File: src/rtl/rr_onehot_arbiter.sv
// Round-robin arbiter with a registered one-hot grant held until the downstream
// consumer acknowledges it; the acknowledging edge re-arbitrates with no bubble.
module rr_onehot_arbiter #(
    parameter int unsigned NUMBER_WAYS = 8,
    parameter int unsigned INDEX_WIDTH = 3
) (
    input  logic                   clk_in,
    input  logic                   reset_in,
    input  logic [NUMBER_WAYS-1:0] request_in,
    input  logic                   issue_ack_in,
    output logic [NUMBER_WAYS-1:0] grant_out,
    output logic                   grant_valid_out,
    output logic [INDEX_WIDTH-1:0] grant_index_out
);

    typedef enum logic {StIdle, StGranted} state_e;

    state_e                 state_q, state_d;
    logic [INDEX_WIDTH-1:0] ptr_q, ptr_d;
    logic [INDEX_WIDTH-1:0] index_q, index_d;
    logic [NUMBER_WAYS-1:0] grant_q, grant_d;
    logic                   armed_q;

    logic [INDEX_WIDTH-1:0] search_base;
    logic [INDEX_WIDTH-1:0] candidate;
    logic [INDEX_WIDTH-1:0] found_index;
    logic                   found;

    // On an ack the just-served way drops to lowest priority, so the search
    // starts one past it; otherwise it starts at the stored pointer.
    always_comb begin
        search_base = (state_q == StGranted) ? INDEX_WIDTH'(index_q + 1'b1) : ptr_q;
        found       = 1'b0;
        found_index = '0;
        candidate   = '0;
        for (int unsigned i = 0; i < NUMBER_WAYS; i++) begin
            candidate = search_base + INDEX_WIDTH'(i);
            if (!found && request_in[candidate]) begin
                found       = 1'b1;
                found_index = candidate;
            end
        end
    end

    always_comb begin
        state_d = state_q;
        ptr_d   = ptr_q;
        index_d = index_q;
        grant_d = grant_q;
        unique case (state_q)
            StIdle: begin
                if (armed_q && found) begin
                    state_d = StGranted;
                    index_d = found_index;
                    grant_d = NUMBER_WAYS'(1) << found_index;
                end
            end
            StGranted: begin
                if (issue_ack_in) begin
                    ptr_d = search_base;
                    if (found) begin
                        index_d = found_index;
                        grant_d = NUMBER_WAYS'(1) << found_index;
                    end else begin
                        state_d = StIdle;
                        index_d = '0;
                        grant_d = '0;
                    end
                end
            end
            default: state_d = StIdle;
        endcase
    end

    // armed_q holds off the first grant until the second edge after reset release.
    always_ff @(posedge clk_in or posedge reset_in) begin
        if (reset_in) begin
            state_q <= StIdle;
            ptr_q   <= '0;
            index_q <= '0;
            grant_q <= '0;
            armed_q <= 1'b0;
        end else begin
            state_q <= state_d;
            ptr_q   <= ptr_d;
            index_q <= index_d;
            grant_q <= grant_d;
            armed_q <= 1'b1;
        end
    end

    assign grant_out       = grant_q;
    assign grant_valid_out = (state_q == StGranted);
    assign grant_index_out = index_q;

endmodule

File: config.mk
export PLATFORM = sky130hd
export DESIGN_NAME = rr_onehot_arbiter
export DESIGN_NICKNAME = d
export VERILOG_FILES = /design/src/rtl/rr_onehot_arbiter.sv
export SDC_FILE = /design/constraint.sdc
export NUM_CORES = 1
export LEC_CHECK = 0
export CAP_MARGIN = 20
export CORE_ASPECT_RATIO = 2
export CORE_MARGIN = 3
export CORE_UTILIZATION = 32
export CTS_CLUSTER_DIAMETER = 150
export DETAILED_ROUTE_END_ITERATION = 6
export PLACE_DENSITY = 0.54
export SETUP_SLACK_MARGIN = 0.3
export SYNTH_ARGS = -nofsm -noshare
export SYNTH_HDL_FRONTEND = slang
export SYNTH_SLANG_ARGS = --single-unit
File: constraint.sdc
create_clock -name clk_in -period 6.8 [get_ports clk_in]
set_clock_uncertainty 0.1 [all_clocks]
set_input_delay 1.7 -clock clk_in [delete_from_list [all_inputs] [get_ports clk_in]]
set_output_delay 1.7 -clock clk_in [all_outputs]
set_load 0.02 [all_outputs]
==> impl_table.tex <==
\begin{tabular}{lr}
\hline
Metric & Value \\
\hline
\multicolumn{2}{l}{\textbf{Outcome}} \\
Result of the run & completed \\
\multicolumn{2}{l}{\textbf{Floorplanning}} \\
Row count & 37 \\
Chip Height & 110 um \\
Die W & 58.0 um \\
Die Outline Area & 0.00639 mm2 \\
Core area & 0.00518 mm2 \\
Io pins & 23 \\
Initial standard-cell utilization of the core & 0.334 \\
\multicolumn{2}{l}{\textbf{Clock tree}} \\
Hold-fix buffer count after cts & 0 \\
Sinks on the clock net & 16 \\
Clock edge transition at the registers on the reported setup and hold paths & 60 ps \\
Buffer levels on the longest clock path & 2 \\
CTS root buf & clkbuf\_8 \\
CTS tree & done \\
Total number of H-tree levels & 1 \\
Clock latency at the later pin of the worst-skew pair & 240 ps \\
Cells resized by post-CTS repair & 0 \\
Number of buffers added for setup after CTS & 0 \\
TritonCTS Buffers & 3 \\
\multicolumn{2}{l}{\textbf{Route}} \\
Number of DRC markers after the initial detailed-route iteration & 64 \\
Total routed wirelength & 5270 um \\
Drc violations & 0 \\
Via/cell ratio & 6.35 \\
Initial DRT Pass Iterations & 4 \\
DRT antenna net count & 0 \\
Routed length per placed instance & 19.7 um \\
Via count of the routed design & 1703 \\
\multicolumn{2}{l}{\textbf{Setup path}} \\
Worst-path fanout max & 6 \\
Kind of start point of the critical path & input pin \\
Crit-path max cell delay & 470 ps \\
Cell with the largest stage delay on the worst path & clkdlybuf4s50\_1 \\
Cells traversed along the worst timing path & clkdlybuf4s50\_1, o21ai\_0, nand3\_1, o221ai\_1, o21ai\_1, or2\_1, o32a\_1, o221a\_2, a32o\_1 \\
Cell class contributing the biggest share of worst-path delay & compound AO/OA/AOI/OAI gates \\
Data arrival at the endpoint of the critical path & 4330 ps \\
Critical path endpoint category & flip-flop \\
Combined buffer and inverter count along the critical path & 1 \\
Critical Path RT & 6830 ps \\
Category of the most critical setup path & input pin to flip-flop \\
\multicolumn{2}{l}{\textbf{STA}} \\
Fin. Hold Viols & 0 \\
Transition time at the pin with the least slew margin & 727 ps \\
Maximum operating frequency & 0.233 GHz \\
Total count of max-transition violations in the final report & 0 \\
Final Worst Setup Slack & 2500 ps \\
Setup repair after global routing missed its margin & false \\
Max-Slew Margin vs Limit & 0.502 \\
Final period demand of the worst path & 4300 ps \\
Tcrit/Tclk final & 0.632 \\
Setup violations, final & 0 \\
Final sum of negative setup slack & 0 ps \\
\multicolumn{2}{l}{\textbf{Global routing}} \\
Largest net degree at the start of global routing & 17 \\
Layer with the highest usage & met2 \\
Number of global-route vias before repair & 1746 \\
Global-route wire length before repair & 8620 um \\
Grt met2 use & 0.324 \\
GR Overflow Total & 0 \\
Met3 Resource Use GR & 0.0163 \\
Met1 Usage GRT & 0.176 \\
Antenna violations before repair & 0 \\
Global-route usage over all layers & 0.176 \\
\multicolumn{2}{l}{\textbf{Place}} \\
Gpl congestion & 0.877 \\
Pre-CTS setup slack & 2310 ps \\
Number of input and output port buffers inserted & 22 \\
Detail Placement HPWL & 4300 um \\
Placed cell area & 0.00199 mm2 \\
\multicolumn{2}{l}{\textbf{Final layout}} \\
Layout Cell Area excl Fill & 0.00203 mm2 \\
Ratio of cells with drive above 1 in the final layout & 0.143 \\
Fill count & 553 \\
Layout net count & 226 \\
Most frequent cells in the layout & clkdlybuf4s50\_1, dfrtp\_1, nand2\_1 \\
Area growth from synthesis to final layout & 17.3\% \\
Antenna Diode Count & 0 \\
Most common cell after layout, fill and taps aside & clkdlybuf4s50\_1 \\
\multicolumn{2}{l}{\textbf{Synthesis}} \\
Register area share after synthesis & 0.231 \\
Biggest area consumer among synthesized cells & dfrtp\_1 \\
Mean instance size in the synthesized netlist & 9.12 um2 \\
Fraction of registers with async set/reset & 1.00 \\
Synthesized flop and latch total & 16 \\
Largest cells by area after synthesis & dfrtp\_1, mux2i\_1, mux4\_2 \\
Number of flops mapped to enable cells by yosys & 0 \\
Unique masters post-synth & 60 \\
Yosys top cell area share & 0.231 \\
Synth Instances & 190 \\
Syn Std Cell Area & 0.00173 mm2 \\
Yosys synthesis warning count & 0 \\
Syn\_nets & 204 \\
Commonest register cell after synthesis & dfrtp\_1 \\
\multicolumn{2}{l}{\textbf{Run}} \\
Max\_cap viols & 0 \\
\multicolumn{2}{l}{\textbf{Min path}} \\
Worst hold path type & flip-flop to flip-flop \\
\hline
\end{tabular}
routing by layer:
metal  vias to the layer above  share of wire
met4                         0          0.073
li1                        781              -
met2                        69           0.54
met3                        32          0.039
met5                         -              0
met1                       821           0.35
area by class of cell:
class                           count  area, um2  area share
Inverter                            6       30.0      0.0148
Sequential cell                    16        400       0.197
Multi-Input combinational cell    162       1260       0.620
Tap cell                           58       72.6      0.0357
Timing Repair Buffer               23        228       0.112
Clock buffer                        3       41.3      0.0203
flip-flops by register name (all words and copies together) (netlist names):
register         cells
grant_out            8
grant_index_out      3
ptr_q                3
armed_q              1
grant_valid_out      1
metrics by stage:
step / instances / util / hold slack (ps)
2_1_floorplan: 190 / - / 351
5_1_grt: 268 / 0.392 / 425
3_5_place_dp: 265 / 0.384 / 372
4_1_cts: 268 / 0.392 / 386
6_report: 268 / 0.392 / 381
3_3_place_gp: 265 / 0.384 / 364
cell families (layout without fill, tap and decap cells):
group | count (synthesis) | in the layout | share of synthesized area
simple gates | 62 | 62 | 0.199
other cells | 1 | 1 | 0.00216
mux | 25 | 25 | 0.188
fa+ha+maj | 3 | 3 | 0.0217
xor+xnor | 6 | 6 | 0.0347
compound gates | 65 | 65 | 0.282
flops | 16 | 16 | 0.231
buf+inv | 12 | 32 | 0.0419
cell usage after synthesis (4+ instances only):
cell type / instances
inv_1: 4
mux2_2: 6
o21ai_1: 4
mux2i_1: 13
nand2_1: 15
and2_1: 5
o31ai_1: 4
a21oi_1: 9
and3_1: 5
nor2_1: 6
nand3_1: 11
mux4_2: 4
a32o_1: 8
o21ai_0: 10
a21o_1: 5
xnor2_1: 4
dfrtp_1: 16
tightest hold or removal path: stages (launching register included):
cell,delay (ps)
dfrtp_1,340
nand2_1,40
o21ai_0,60
final timing paths:
kind / from / endpoint / slack, ps / cells after the start
max: request_in[6] / grant_out[3] / 2500 / 9
min: ptr_q[2] / ptr_q[2] / 380 / 2
max reg2reg: grant_valid_out / grant_out[3] / 2750 / 11
min reg2reg: ptr_q[2] / ptr_q[2] / 380 / 2
max in group asynchronous: reset_in / grant_out[3] / 4480 / 2
min in group asynchronous: reset_in / ptr_q[1] / 1720 / 2
Power is not shown: default switching activity piles up to over one toggle a cycle in this logic, so the estimate is an artifact.
